File: src/rtl/hub75_scan_engine.sv
// rtl/hub75_scan_engine.sv - HUB75 1/8-scan engine: framebuffer walk, shift clock, latch, blanking and row address.
module hub75_scan_engine #(
    parameter int COLS           = 32,
    parameter int CLK_DIV        = 3,
    parameter int BLANK_CYCLES   = 4,
    parameter int LAT_CYCLES     = 2,
    parameter int DISPLAY_CYCLES = 256
) (
    input  logic                         Clkin,
    input  logic                         Rstn,
    input  logic                         En,
    output logic [3+$clog2(COLS)-1:0]    FbAddr,
    input  logic [5:0]                   FbData,
    output logic                         R1,
    output logic                         G1,
    output logic                         B1,
    output logic                         R2,
    output logic                         G2,
    output logic                         B2,
    output logic                         Clk,
    output logic                         Lat,
    output logic                         OE,
    output logic                         A,
    output logic                         B,
    output logic                         C,
    output logic                         FrameStart
);

    localparam int COL_W   = $clog2(COLS);
    localparam int P_MAX   = 2 * CLK_DIV - 1;
    localparam int P_W     = $clog2(2 * CLK_DIV);
    localparam int MAX_BL  = (BLANK_CYCLES > LAT_CYCLES) ? BLANK_CYCLES : LAT_CYCLES;
    localparam int CNT_MAX = (MAX_BL > DISPLAY_CYCLES) ? MAX_BL : DISPLAY_CYCLES;
    localparam int CNT_W   = $clog2(CNT_MAX + 1);

    typedef enum logic [2:0] {IDLE, SHIFT, BLANK, LATCH, DISPLAY} state_e;

    state_e                 state_q, state_d;
    logic [2:0]             row_q, row_d;
    logic [COL_W-1:0]       col_q, col_d;
    logic [P_W-1:0]         p_q, p_d;
    logic [CNT_W-1:0]       cnt_q, cnt_d;

    logic [COL_W+2:0]       fbaddr_q;
    logic [5:0]             rgb_q;
    logic                   clk_q, lat_q, oe_q, fs_q;
    logic [2:0]             abc_q;

    always_comb begin
        state_d = state_q;
        row_d   = row_q;
        col_d   = col_q;
        p_d     = p_q;
        cnt_d   = cnt_q;
        case (state_q)
            IDLE: begin
                if (En) begin
                    state_d = SHIFT;
                    col_d   = '0;
                    p_d     = '0;
                end
            end
            SHIFT: begin
                if (p_q == P_W'(P_MAX)) begin
                    p_d   = '0;
                    col_d = col_q + 1'b1;
                    if (col_q == COL_W'(COLS - 1)) begin
                        state_d = BLANK;
                        cnt_d   = '0;
                    end
                end else begin
                    p_d = p_q + 1'b1;
                end
            end
            BLANK: begin
                if (cnt_q == CNT_W'(BLANK_CYCLES - 1)) begin
                    state_d = LATCH;
                    cnt_d   = '0;
                end else begin
                    cnt_d = cnt_q + 1'b1;
                end
            end
            LATCH: begin
                if (cnt_q == CNT_W'(LAT_CYCLES - 1)) begin
                    state_d = DISPLAY;
                    cnt_d   = '0;
                end else begin
                    cnt_d = cnt_q + 1'b1;
                end
            end
            DISPLAY: begin
                if (cnt_q == CNT_W'(DISPLAY_CYCLES - 1)) begin
                    // En is only resampled here, so a disable mid-row still shows the row.
                    state_d = En ? SHIFT : IDLE;
                    row_d   = row_q + 3'd1;
                    cnt_d   = '0;
                    col_d   = '0;
                    p_d     = '0;
                end else begin
                    cnt_d = cnt_q + 1'b1;
                end
            end
            default: state_d = IDLE;
        endcase
    end

    // Outputs are registered from next-state so each pin is glitch-free and aligned to its phase.
    always_ff @(posedge Clkin or negedge Rstn) begin
        if (!Rstn) begin
            state_q  <= IDLE;
            row_q    <= '0;
            col_q    <= '0;
            p_q      <= '0;
            cnt_q    <= '0;
            fbaddr_q <= '0;
            rgb_q    <= '0;
            clk_q    <= 1'b0;
            lat_q    <= 1'b0;
            oe_q     <= 1'b1;
            abc_q    <= '0;
            fs_q     <= 1'b0;
        end else begin
            state_q <= state_d;
            row_q   <= row_d;
            col_q   <= col_d;
            p_q     <= p_d;
            cnt_q   <= cnt_d;
            if (state_d == SHIFT && p_d == '0) begin
                fbaddr_q <= {row_d, col_d};
            end
            if (state_q == SHIFT && p_q == P_W'(1)) begin
                rgb_q <= FbData;
            end
            clk_q <= (state_d == SHIFT) && (p_d >= P_W'(CLK_DIV));
            lat_q <= (state_d == LATCH);
            oe_q  <= (state_d != DISPLAY);
            if (state_d == LATCH && state_q != LATCH) begin
                abc_q <= row_q;
            end
            fs_q <= (state_d == SHIFT) && (state_q != SHIFT) && (row_d == 3'd0);
        end
    end

    assign FbAddr                  = fbaddr_q;
    assign {R1, G1, B1, R2, G2, B2} = rgb_q;
    assign Clk                     = clk_q;
    assign Lat                     = lat_q;
    assign OE                      = oe_q;
    assign {C, B, A}               = abc_q;
    assign FrameStart              = fs_q;

endmodule

File: config.mk
export PLATFORM = sky130hd
export DESIGN_NAME = hub75_scan_engine
export DESIGN_NICKNAME = d
export VERILOG_FILES = /design/src/rtl/hub75_scan_engine.sv
export SDC_FILE = /design/constraint.sdc
export NUM_CORES = 1
export LEC_CHECK = 0
export BUFFER_PORTS_ARGS = -buffer_cell sky130_fd_sc_hd__buf_2
export CORE_MARGIN = 3
export CORE_UTILIZATION = 61
export DETAILED_ROUTE_END_ITERATION = 10
export PLACE_DENSITY = 0.86
export SLEW_MARGIN = 20
export SYNTH_ARGS = -nofsm -noshare
export SYNTH_HDL_FRONTEND = slang
export SYNTH_SLANG_ARGS = --single-unit
File: constraint.sdc
create_clock -name Clkin -period 4.4 [get_ports Clkin]
set_input_delay 0.44 -clock Clkin [delete_from_list [all_inputs] [get_ports Clkin]]
set_output_delay 0.44 -clock Clkin [all_outputs]
set_load 0.1 [all_outputs]
==> flow_metrics.env, run 1 <==
export IMPL_power_switching_fraction_pct=24.8
export IMPL_tritoncts_clock_tree="yes"
export IMPL_report_final_setup_viol=0
export IMPL_cp_data_required_time_ps=4590
export IMPL_psw_mw=0.173
export IMPL_fp_dieArea_sq_um=4500
export IMPL_die_h_microns=67.1
export IMPL_p_leak_nw=1.25
export IMPL_multi_input_area_sq_um=1110
export IMPL_gp_congestion=0.831
export IMPL_place_detailed_hpwl_microns=2980
export IMPL_worst_slack_ps=1790
export IMPL_post_drt_via_cell_ratio=5.84
export IMPL_grt_antenna_before_repair=0
export IMPL_post_synth_num_cell_types=58
export IMPL_reg2reg_setup_slack_ps=1790
export IMPL_area_delta_synth_final_pct=11.2
export IMPL_timing_max_cap_violations=0
export IMPL_setup_worst_path_end_class="flop"
export IMPL_synth_adder_area_share_pct=3.85
export IMPL_share_of_post_route_cells_with_drive_strength_above_1_pct=30.4
export IMPL_clockRootBuffer="sky130_fd_sc_hd__clkbuf_8"
export IMPL_grt_overflow_total=0
export IMPL_crit_reg2reg_launch="cnt_q[0]"
export IMPL_buffer_ports_inserted=29
export IMPL_synth_mux_area_fraction_pct=10.7
export IMPL_hold_violations=0
export IMPL_design_core_area_sq_um=3470
export IMPL_drt_first_pass_iters=4
export IMPL_share_seq_of_total_power_pct=58.6
export IMPL_drt_wirelength_per_cell_microns=15.5
export IMPL_detailedPlace_worstSlack_ps=1730
export IMPL_detailedRoute_firstIterationViolations=140
export IMPL_pin_count_of_the_biggest_net_entering_global_routing=45
export IMPL_grt_pass1_wl_microns=7200
export IMPL_nets=245
export IMPL_timing_fmax_ghz=0.383
export IMPL_rows=21
export IMPL_synth_top_flop_cell="sky130_fd_sc_hd__dfrtp_1"
export IMPL_ys_async_sr_fraction_pct=100
export IMPL_fin_tns_setup_ps=0
export IMPL_finalNonFillerCells=276
export IMPL_worstSkewPairLatency_ps=300
export IMPL_antenna_cells=0
export IMPL_p_total_mw=0.697
export IMPL_tritoncts_num_buffers=5
export IMPL_layout_filler_cells=263
export IMPL_sort_of_element_at_the_start_of_the_critical_path="flop"
export IMPL_timing_slew_headroom_pct=36.9
export IMPL_netlist_instances=198
export IMPL_synth_area_leaders="sky130_fd_sc_hd__dfrtp_1 47%, sky130_fd_sc_hd__mux2_4 5.3%, sky130_fd_sc_hd__mux2_2 4.0%, sky130_fd_sc_hd__ha_1 3.9%, sky130_fd_sc_hd__nand2_1 2.1%"
export IMPL_finClkSkew_ps=4.96
export IMPL_cts_sinks=44
export IMPL_post_synth_top_area_fraction_pct=47.3
export IMPL_timing_worst_setup_path_type="flop to flop"
export IMPL_final_design_area_no_fill_sq_um=2530
export IMPL_ctsResizeCount=0
export IMPL_period_minus_slack_ps=2610
export IMPL_synth_largest_area_cell="sky130_fd_sc_hd__dfrtp_1"
export IMPL_yosys_area_share_simple_pct=19.0
export IMPL_peakVddDrop_mv=0.205
export IMPL_edff_count_synth=0
export IMPL_fraction_of_the_mapped_netlist_area_in_compound_gates_pct=13.7
export IMPL_combPwrFrac_pct=5.4
export IMPL_first_global_vias=1487
export IMPL_ant_nets=0
export IMPL_finalWirelength_microns=4270
export IMPL_worstSetupEndpoint="FbAddr[4]"
export IMPL_remaining_drc_errors=0
export IMPL_synth_yosys_warnings=0
export IMPL_min_path_type="input pin to async pin"
export IMPL_cts_htree_levels=2
export IMPL_count_of_state_elements_after_synthesis=44
export IMPL_grt_use_total_pct=21.5
export IMPL_regToRegEndpoint="FbAddr[4]"
export IMPL_cell_area_synth_sq_um=2270
export IMPL_combinational_family_with_the_most_area_after_synthesis="simple AND/OR/NAND/NOR gates"
export IMPL_cp_startpoint="cnt_q[0]"
export IMPL_power_internal_mw=0.524
export IMPL_final_seq_area_sq_um=1100
export IMPL_mappedNetlistNets=214
export IMPL_syn_avg_cell_area_sq_um=11.5
export IMPL_power_per_cell_area_nw_per_um2=275
export IMPL_worstRegToRegCells=9
export IMPL_fin_crit_sh_pct=59.3
export IMPL_synth_yosys_seq_area_share_pct=48.5
export IMPL_vias=1611
export IMPL_placed_cell_area_sq_um=2440
export IMPL_initial_utilization_pct=65.5
export IMPL_worst_endpoint_data_arrival_time_ps=2800
export IMPL_setup_repair_after_global_routing_missed_its_margin="no"
export IMPL_outcome="completed"
export IMPL_worstMarginPinSlew_ps=946
export IMPL_clkPwrFrac_pct=36.0
export IMPL_xor_xnor_portion_of_the_synthesized_cell_area_pct=1.16
export IMPL_number_of_cells_after_detailed_placement=268
export IMPL_worst_setup_hold_path_clk_slew_ps=80
export IMPL_timing_critical_path_fanout_max=8
export IMPL_cts_repair_timing_setup_buffer_count=0
export IMPL_cts_root_to_sink_buffers=2
export IMPL_fp_dieW_microns=67.1
export IMPL_top_level_ports=30
export IMPL_slew_violations=0
export IMPL_ctsHoldBuffers=0
-- synthesized netlist by cell type, types with 2 or more instances --
cell type and count:
sky130_fd_sc_hd__o21ai_0 7, sky130_fd_sc_hd__xnor2_1 3, sky130_fd_sc_hd__or3_1 2, sky130_fd_sc_hd__inv_1 8, sky130_fd_sc_hd__nor3b_2 2, sky130_fd_sc_hd__nand2_1 13, sky130_fd_sc_hd__buf_2 2, sky130_fd_sc_hd__nor3_1 4
sky130_fd_sc_hd__and3_1 6, sky130_fd_sc_hd__a221o_1 3, sky130_fd_sc_hd__dfrtp_1 43, sky130_fd_sc_hd__a21oi_1 5, sky130_fd_sc_hd__mux2_4 8, sky130_fd_sc_hd__buf_6 2, sky130_fd_sc_hd__nand3_1 6, sky130_fd_sc_hd__ha_1 7
sky130_fd_sc_hd__nand2b_1 2, sky130_fd_sc_hd__a22oi_1 2, sky130_fd_sc_hd__nor4_1 2, sky130_fd_sc_hd__nor2_1 12, sky130_fd_sc_hd__nor2b_1 5, sky130_fd_sc_hd__mux2_2 8, sky130_fd_sc_hd__o211ai_1 6, sky130_fd_sc_hd__mux2_1 3
sky130_fd_sc_hd__o22ai_1 2, sky130_fd_sc_hd__o21ai_1 3
-- kinds of logic after synthesis --
logic type,after synthesis
adder cells (fa/ha/maj),7
AND/OR/NAND/NOR,70
multiplexers,19
buffers and inverters,13
AO/OA/AOI/OAI,42
flip-flops,44
XOR/XNOR,3
-- worst min-delay path by stage --
stage,to,cells after the start,from,slack (ps)
2_1_floorplan,Clk,0,Rstn,140
3_3_place_gp,abc_q[1],1,abc_q[1],470
4_1_cts,state_q[1],1,Rstn,310
6_report,abc_q[1],1,Rstn,280
5_1_grt,state_q[1],1,Rstn,340
3_5_place_dp,abc_q[2],1,abc_q[2],480
-- power groups by stage --
| stage | Clock (mW) | Sequential (mW) | Combinational, mW |
|---|---|---|---|
| 2_1_floorplan | 0 | 0.437 | 0.00246 |
| 3_3_place_gp | 0 | 0.416 | 0.0380 |
| 3_5_place_dp | 0 | 0.416 | 0.0384 |
| 4_1_cts | 0.256 | 0.408 | 0.0384 |
| 5_1_grt | 0.272 | 0.409 | 0.0401 |
| 6_report | 0.251 | 0.408 | 0.0376 |
-- through the flow --
stage | hold slack (ps) | util (%)
3_5_place_dp | 479 | 70.2
3_3_place_gp | 469 | 70.2
5_1_grt | 345 | 72.9
2_1_floorplan | 144 | -
6_report | 282 | 72.9
4_1_cts | 311 | 72.8
-- flip-flops by register name, summed over array words and instances, names as in the netlist --
signal,flops
FrameStart,1
Clk,1
p_q,3
state_q,3
Lat,1
FbAddr,8
rgb_q,6
col_q,5
row_q,3
abc_q,3
OE,1
cnt_q,9
-- worst max-delay path, cell delays in order (launching register included) --
cell                       delay, ps
sky130_fd_sc_hd__dfrtp_1         420
sky130_fd_sc_hd__ha_1            260
sky130_fd_sc_hd__nand3_1         180
sky130_fd_sc_hd__nor2_1           70
sky130_fd_sc_hd__and3_1          190
sky130_fd_sc_hd__ha_1            250
sky130_fd_sc_hd__nand2b_1        190
sky130_fd_sc_hd__and3_1          250
sky130_fd_sc_hd__o21ai_4         350
sky130_fd_sc_hd__mux2_4          340
-- per-layer routing --
layer | GRT usage [%] | up-vias | part of all wire, %
met5 | 0 | - | 0
met4 | 6.84 | 0 | 1.9
met1 | 30.7 | 764 | 49
met2 | 30.8 | 51 | 42
met3 | 6.75 | 9 | 6.6
li1 | - | 787 | -
-- cell type report --
class | instances | share of cell area [%]
Clock buffer | 5 | 2.72
Sequential cell | 44 | 43.6
Multi-Input combinational cell | 141 | 43.7
Inverter | 8 | 1.19
Tap cell | 46 | 2.28
Timing Repair Buffer | 29 | 5.74
Clock inverter | 3 | 0.742
-- cell usage in the layout (no fill, tap or decap), drive strengths merged, types with 3 or more instances in the layout --
cell    instances
buf            29
o211ai          7
nand2          13
inv             8
a221o           3
nor3            5
nor3b           3
clkbuf          5
a21oi           5
clkinv          3
mux2           19
o21ai          11
ha              7
nor2           13
and3            6
nand3           6
dfrtp          43
nor4            3
xnor2           3
nor2b           5
No activity file was read; power rests on OpenSTA's default activity.
==> inputs of run 2 (changes only) <==
- ABC_AREA: unset -> 1
- CORE_UTILIZATION: 61 -> 51
- PLACE_DENSITY: 0.86 -> 0.77
- clock period: 4.4 -> 2.3 ns (I/O delays scaled with it)
==> run 2 against run 1 <==
The flow now finishes with violations (negative setup slack); highest routed layer unchanged; global-route usage is 0.075 points higher; largest power group unchanged; critical endpoint is now FbAddr[3]; combinational power is 110% higher; worst setup slack worse by 1900 ps.
==> flow_metrics.env, run 2 <==
export IMPL_timing_max_cap_violations=0
export IMPL_worstMarginPinSlew_ps=596
export IMPL_post_drt_via_cell_ratio=5.40
export IMPL_cell_area_synth_sq_um=2240
export IMPL_nets=331
export IMPL_power_internal_mw=1.12
export IMPL_antenna_cells=0
export IMPL_grt_use_total_pct=21.6
export IMPL_mappedNetlistNets=270
export IMPL_power_per_cell_area_nw_per_um2=507
export IMPL_die_h_microns=72.2
export IMPL_grt_overflow_total=0
export IMPL_design_core_area_sq_um=4120
export IMPL_finalNonFillerCells=366
export IMPL_finClkSkew_ps=8.45
export IMPL_pin_count_of_the_biggest_net_entering_global_routing=28
export IMPL_remaining_drc_errors=0
export IMPL_timing_slew_headroom_pct=60.3
export IMPL_post_synth_num_cell_types=31
export IMPL_power_switching_fraction_pct=23.5
export IMPL_count_of_state_elements_after_synthesis=44
export IMPL_grt_antenna_before_repair=0
export IMPL_cp_startpoint="cnt_q[0]"
export IMPL_report_final_setup_viol=9
export IMPL_drt_first_pass_iters=4
export IMPL_timing_critical_path_fanout_max=8
export IMPL_grt_pass1_wl_microns=8740
export IMPL_psw_mw=0.344
export IMPL_post_synth_top_area_fraction_pct=48.1
export IMPL_violations="negative setup slack"
export IMPL_rows=23
export IMPL_synth_most_common_cell="sky130_fd_sc_hd__nand2_1"
export IMPL_share_seq_of_total_power_pct=53.3
export IMPL_ys_async_sr_fraction_pct=100
export IMPL_worst_endpoint_data_arrival_time_ps=2620
export IMPL_clockRootBuffer="sky130_fd_sc_hd__clkbuf_8"
export IMPL_top_level_ports=30
export IMPL_layout_filler_cells=306
export IMPL_detailedRoute_firstIterationViolations=139
export IMPL_buffer_ports_inserted=29
export IMPL_synth_area_leaders="sky130_fd_sc_hd__dfrtp_1 48%, sky130_fd_sc_hd__nand2_1 10%, sky130_fd_sc_hd__nand3_1 5.4%, sky130_fd_sc_hd__inv_1 5.2%, sky130_fd_sc_hd__ha_1 3.9%"
export IMPL_fp_dieW_microns=72.2
export IMPL_fp_dieArea_sq_um=5210
export IMPL_cts_htree_levels=2
export IMPL_hold_violations=0
export IMPL_largest_register_ffs=9
export IMPL_ant_nets=0
export IMPL_p_leak_nw=1.47
export IMPL_netlist_instances=254
export IMPL_synth_yosys_warnings=0
export IMPL_crit_reg2reg_launch="cnt_q[0]"
export IMPL_drt_wirelength_per_cell_microns=14.4
export IMPL_timing_worst_setup_path_type="flop to flop"
export IMPL_gp_congestion=0.851
export IMPL_edff_count_synth=0
export IMPL_timing_fmax_ghz=0.422
export IMPL_worstSkewPairLatency_ps=300
export IMPL_cts_sinks=44
export IMPL_slew_violations=0
export IMPL_vias=1978
export IMPL_tritoncts_clock_tree="yes"
export IMPL_hold_path_startpoint="FbData[2]"
export IMPL_clkPwrFrac_pct=41.4
export IMPL_cts_root_to_sink_buffers=2
export IMPL_place_detailed_hpwl_microns=3490
export IMPL_peakVddDrop_mv=0.472
export IMPL_synth_top_flop_cell="sky130_fd_sc_hd__dfrtp_1"
export IMPL_top_register="cnt_q"
export IMPL_outcome="finished with violations"
export IMPL_p_total_mw=1.46
export IMPL_leading_cell_types_in_the_layout_fill_and_taps_excluded="55 x sky130_fd_sc_hd__nand2_1, 43 x sky130_fd_sc_hd__dfrtp_1, 29 x sky130_fd_sc_hd__inv_1, 29 x sky130_fd_sc_hd__buf_2, 22 x sky130_fd_sc_hd__buf_4"
export IMPL_initial_utilization_pct=54.3
export IMPL_final_core_utilization_pct=70.1
export IMPL_combPwrFrac_pct=5.3
export IMPL_tritoncts_num_buffers=5
export IMPL_worst_setup_hold_path_clk_slew_ps=90
export IMPL_share_of_post_route_cells_with_drive_strength_above_1_pct=37.0
export IMPL_post_synth_most_frequent_cells="61 x sky130_fd_sc_hd__nand2_1, 43 x sky130_fd_sc_hd__dfrtp_1, 31 x sky130_fd_sc_hd__inv_1, 24 x sky130_fd_sc_hd__nand3_1, 16 x sky130_fd_sc_hd__nor2_1"
export IMPL_worst_slack_ps=-67.5
export IMPL_min_path_type="input pin to flop"
export IMPL_setup_repair_after_global_routing_missed_its_margin="yes"
export IMPL_setup_worst_path_end_class="flop"
export IMPL_synth_yosys_seq_area_share_pct=49.3
export IMPL_number_of_cells_after_detailed_placement=344
export IMPL_sort_of_element_at_the_start_of_the_critical_path="flop"
export IMPL_first_global_vias=1883
export IMPL_syn_avg_cell_area_sq_um=8.80
export IMPL_period_minus_slack_ps=2370
export IMPL_leading_cell_type_in_the_layout_fill_and_taps_excluded="sky130_fd_sc_hd__nand2_1"
export IMPL_finalWirelength_microns=5270
export IMPL_cp_data_required_time_ps=2550
export IMPL_synth_largest_area_cell="sky130_fd_sc_hd__dfrtp_1"
export IMPL_fin_crit_sh_pct=103
export IMPL_area_delta_synth_final_pct=29.1
-- run 2: cell types whose count changed in the layout (fill, tap and decap cells not counted), sizes merged, moves of 6 or more --
cell	before	now
nand3	6	29
and3	6	0
inv	8	35
buf	29	54
nor2	13	23
nand2	13	64
mux2	19	6
-- run 2: critical path, stage by stage (launching register included) --
cell and delay, ps:
sky130_fd_sc_hd__dfrtp_1 370, sky130_fd_sc_hd__ha_2 200, sky130_fd_sc_hd__nand2_2 80, sky130_fd_sc_hd__nor2_4 90, sky130_fd_sc_hd__inv_2 50, sky130_fd_sc_hd__nor4_2 160
sky130_fd_sc_hd__inv_1 100, sky130_fd_sc_hd__nor2_2 120, sky130_fd_sc_hd__ha_2 210, sky130_fd_sc_hd__buf_6 100, sky130_fd_sc_hd__nor2_2 30, sky130_fd_sc_hd__nand3_1 70
sky130_fd_sc_hd__nand3_1 80, sky130_fd_sc_hd__nor2_1 120, sky130_fd_sc_hd__nand3_1 130, sky130_fd_sc_hd__nor2_4 130, sky130_fd_sc_hd__buf_12 140, sky130_fd_sc_hd__nand3_2 70
sky130_fd_sc_hd__nand2_2 80
-- run 2: final timing paths --
kind,cells past startpoint,slack (ps),end
worst min-delay path,2,150,rgb_q[2]
worst max register to register,18,-70,FbAddr[3]
worst min register to register,2,480,abc_q[1]
max in group asynchronous,3,1280,cnt_q[1]
worst max-delay path,18,-70,FbAddr[3]
min in group asynchronous,2,460,state_q[2]
-- run 2: cells by family (layout without fill, tap and decap cells) --
family,after synthesis,after routing,share of synthesized area [%]
XOR/XNOR,3,3,1.51
AND/OR/NAND/NOR,127,127,27.3
AO/OA/AOI/OAI,30,30,8.00
buffers and inverters,36,98,6.49
multiplexers,7,7,3.47
adder cells (fa/ha/maj),7,7,3.92
flip-flops,44,44,49.3
-- run 2: cell type report --
type                       count  area (sq um)  share of cell area (%)
sequential                    44          1100                    38.2
timing repair buffer          55           372                    12.9
tap                           50          62.6                    2.17
inverter                      35           134                    4.64
multi-input combinational    174          1100                    38.1
clock inverter                 3          47.5                    1.65
clock buffer                   5          68.8                    2.38
-- run 2: power by group through the flow --
stage          Combinational, mW  Sequential (mW)  Clock [mW]
6_report                  0.0771            0.781       0.607
4_1_cts                   0.0787            0.780       0.615
3_3_place_gp              0.0762            0.796           0
5_1_grt                   0.0822            0.781       0.647
2_1_floorplan            0.00537            0.836           0
3_5_place_dp              0.0773            0.796           0
-- run 2: timing repair --
action,in CTS,in global routing
hold buffers,1,0
endpoints found under the hold margin,24,0
gates resized for setup,13,18
pin swaps,8,9
setup buffers,11,2
endpoints found under the setup margin,8,23
gates cloned,0,0
-- run 2: metal layers --
layer / vias to the layer above / global-route usage (%) / part of all wire (%)
met4: 0 / 8.56 / 2.5
li1: 952 / - / -
met2: 62 / 34.6 / 49
met1: 950 / 28.5 / 43
met5: - / 0 / 0
met3: 14 / 4.71 / 4.8
-- run 2: metrics by stage --
step           instance area [sq um]  TNS [ps]  setup WS [ps]  hold slack, ps
6_report                        2890      -397          -67.5             151
5_1_grt                         2890     -1870           -209             147
4_1_cts                         2780      -161          -42.1             147
3_5_place_dp                    2530      -674           -103             274
3_3_place_gp                    2530         0           64.2             268
2_1_floorplan                   2240         0           15.9           -65.6
==> inputs of run 3 (changes only) <==
==> constraint.sdc (replaced) <==
create_clock -name Clkin -period 2.3 [get_ports Clkin]
set_input_delay 0.115 -clock Clkin [delete_from_list [all_inputs] [get_ports Clkin]]
set_output_delay 0.115 -clock Clkin [all_outputs]
set_load 0.1 [all_outputs]
==> run 3 against run 2 <==
The flow still finishes with violations (negative setup slack); sequential power hardly changed; critical path depth did not move; combinational power down 3.8%; register-to-register slack worse by 110 ps; critical path type unchanged; highest routed layer unchanged.
==> flow_metrics.env, run 3 (synthesis results as in run 2) <==
export IMPL_grt_pass1_wl_microns=8580
export IMPL_violations="negative setup slack"
export IMPL_layout_filler_cells=285
export IMPL_tritoncts_num_buffers=5
export IMPL_share_of_post_route_cells_with_drive_strength_above_1_pct=43.4
export IMPL_detailedPlace_worstSlack_ps=-59.2
export IMPL_worst_endpoint_data_arrival_time_ps=2660
export IMPL_fin_crit_sh_pct=108
export IMPL_leading_cell_type_in_the_layout_fill_and_taps_excluded="sky130_fd_sc_hd__nand2_1"
export IMPL_setup_repair_after_global_routing_missed_its_margin="yes"
export IMPL_hold_violations=0
export IMPL_power_per_cell_area_nw_per_um2=490
export IMPL_rows=23
export IMPL_ant_nets=0
export IMPL_worstRegToRegCells=18
export IMPL_place_detailed_hpwl_microns=3360
export IMPL_clockRootBuffer="sky130_fd_sc_hd__clkbuf_8"
export IMPL_finClkSkew_ps=8.42
export IMPL_multi_input_area_sq_um=1210
export IMPL_route_met2_wl_microns=2740
export IMPL_gp_congestion=0.858
export IMPL_fp_dieW_microns=72.2
export IMPL_area_delta_synth_final_pct=34.2
export IMPL_cp_data_required_time_ps=2480
export IMPL_post_drt_via_cell_ratio=5.42
export IMPL_cts_sinks=44
export IMPL_p_leak_nw=1.48
export IMPL_sort_of_element_at_the_start_of_the_critical_path="flop"
export IMPL_peakVddDrop_mv=0.425
export IMPL_wl_met1_microns=2450
export IMPL_nets=331
export IMPL_topRoutingLayerUsed="met4"
export IMPL_timing_hold_ws_ps=34.2
export IMPL_grt_overflow_total=0
export IMPL_crit_reg2reg_launch="cnt_q[1]"
export IMPL_worstSetupEndpoint="cnt_q[8]"
export IMPL_antenna_cells=0
export IMPL_fin_tns_setup_ps=-1440
export IMPL_slew_violations=0
export IMPL_timing_critical_path_fanout_max=2
export IMPL_detailedRoute_firstIterationViolations=161
export IMPL_timing_slew_headroom_pct=34.8
export IMPL_fp_dieArea_sq_um=5210
export IMPL_cts_root_to_sink_buffers=2
export IMPL_worstSkewPairLatency_ps=310
export IMPL_grt_antenna_before_repair=0
export IMPL_leading_cell_types_in_the_layout_fill_and_taps_excluded="51 x sky130_fd_sc_hd__nand2_1, 43 x sky130_fd_sc_hd__dfrtp_1, 29 x sky130_fd_sc_hd__buf_2"
export IMPL_first_global_vias=1862
export IMPL_remaining_drc_errors=0
export IMPL_timing_fmax_ghz=0.403
export IMPL_wl_met3_microns=224
export IMPL_worst_slack_ps=-178
export IMPL_timing_worst_setup_path_type="flop to flop"
export IMPL_report_final_setup_viol=12
export IMPL_vias=1985
export IMPL_worstMarginPinSlew_ps=978
export IMPL_reg2reg_setup_slack_ps=-180
export IMPL_period_minus_slack_ps=2480
export IMPL_min_path_type="input pin to flop"
export IMPL_grt_use_total_pct=21.5
export IMPL_final_core_utilization_pct=72.9
export IMPL_largest_register_ffs=9
export IMPL_drt_wirelength_per_cell_microns=15.2
export IMPL_design_core_area_sq_um=4120
export IMPL_setup_worst_path_end_class="flop"
export IMPL_timing_max_cap_violations=0
export IMPL_buffer_ports_inserted=29
export IMPL_top_level_ports=30
export IMPL_final_seq_area_sq_um=1100
export IMPL_cts_htree_levels=2
export IMPL_regToRegEndpoint="cnt_q[8]"
export IMPL_die_h_microns=72.2
export IMPL_pin_count_of_the_biggest_net_entering_global_routing=45
export IMPL_cp_startpoint="cnt_q[1]"
export IMPL_initial_utilization_pct=54.3
export IMPL_drt_first_pass_iters=4
export IMPL_tritoncts_clock_tree="yes"
export IMPL_outcome="finished with violations"
export IMPL_finalWirelength_microns=5580
export IMPL_p_total_mw=1.47
export IMPL_top_register="cnt_q"
export IMPL_worst_setup_hold_path_clk_slew_ps=90
run 3: routing by layer:
| metal | vias to the layer above | GRT usage (%) |
|---|---|---|
| met3 | 17 | 5.54 |
| met4 | 0 | 11.5 |
| met2 | 52 | 32.6 |
| met1 | 965 | 28.2 |
| li1 | 951 | - |
| met5 | - | 0 |
run 3: timing repair:
| item | CTS | global route |
|---|---|---|
| gates resized for setup | 13 | 48 |
| hold buffers | 1 | 0 |
| endpoints found under the hold margin | 43 | 0 |
| setup buffers | 12 | 3 |
| endpoints found under the setup margin | 8 | 28 |
| pin swaps | 4 | 23 |
run 3: worst max-delay path: stages (launching register included):
cell	delay, ps
sky130_fd_sc_hd__dfrtp_1	380
sky130_fd_sc_hd__ha_2	200
sky130_fd_sc_hd__nand2_2	90
sky130_fd_sc_hd__nor2_4	100
sky130_fd_sc_hd__inv_2	60
sky130_fd_sc_hd__nor4_4	240
sky130_fd_sc_hd__inv_2	90
sky130_fd_sc_hd__nor2_4	150
sky130_fd_sc_hd__buf_4	130
sky130_fd_sc_hd__buf_4	90
sky130_fd_sc_hd__buf_4	90
sky130_fd_sc_hd__buf_4	90
sky130_fd_sc_hd__buf_4	90
sky130_fd_sc_hd__buf_4	90
sky130_fd_sc_hd__buf_4	90
sky130_fd_sc_hd__inv_1	40
sky130_fd_sc_hd__ha_2	150
sky130_fd_sc_hd__nand3_1	80
sky130_fd_sc_hd__o211ai_1	100
run 3: area by class of cell:
cell class / count / area share [%]
Tap cell: 50 / 2.09
Sequential cell: 44 / 36.7
Clock buffer: 5 / 2.29
Clock inverter: 3 / 1.54
Inverter: 35 / 4.46
Timing Repair Buffer: 55 / 12.4
Multi-Input combinational cell: 174 / 40.5
run 3: power by group:
group / total, mW / switching [mW] / internal, mW
clock: 0.615 / 0.288 / 0.327
combinational: 0.0742 / 0.0609 / 0.0133
sequential: 0.780 / 0.00226 / 0.778
total: 1.47 / 0.351 / 1.12
run 3: worst min-delay path by stage:
| stage | start | endpoint | slack [ps] | cells after the start |
|---|---|---|---|---|
| 6_report | FbData[3] | rgb_q[3] | 30 | 2 |
| 5_1_grt | FbData[1] | rgb_q[1] | 20 | 2 |
| 4_1_cts | FbData[1] | rgb_q[1] | 30 | 2 |
| 3_5_place_dp | Rstn | Lat | 330 | 1 |
| 3_3_place_gp | Rstn | Lat | 320 | 1 |
| 2_1_floorplan | Rstn | Clk | -180 | 0 |
run 3: stage by stage:
step,area (sq um),std cells
2_1_floorplan,2240,254
3_3_place_gp,2520,342
3_5_place_dp,2520,342
4_1_cts,2770,363
5_1_grt,3000,366
6_report,3000,366
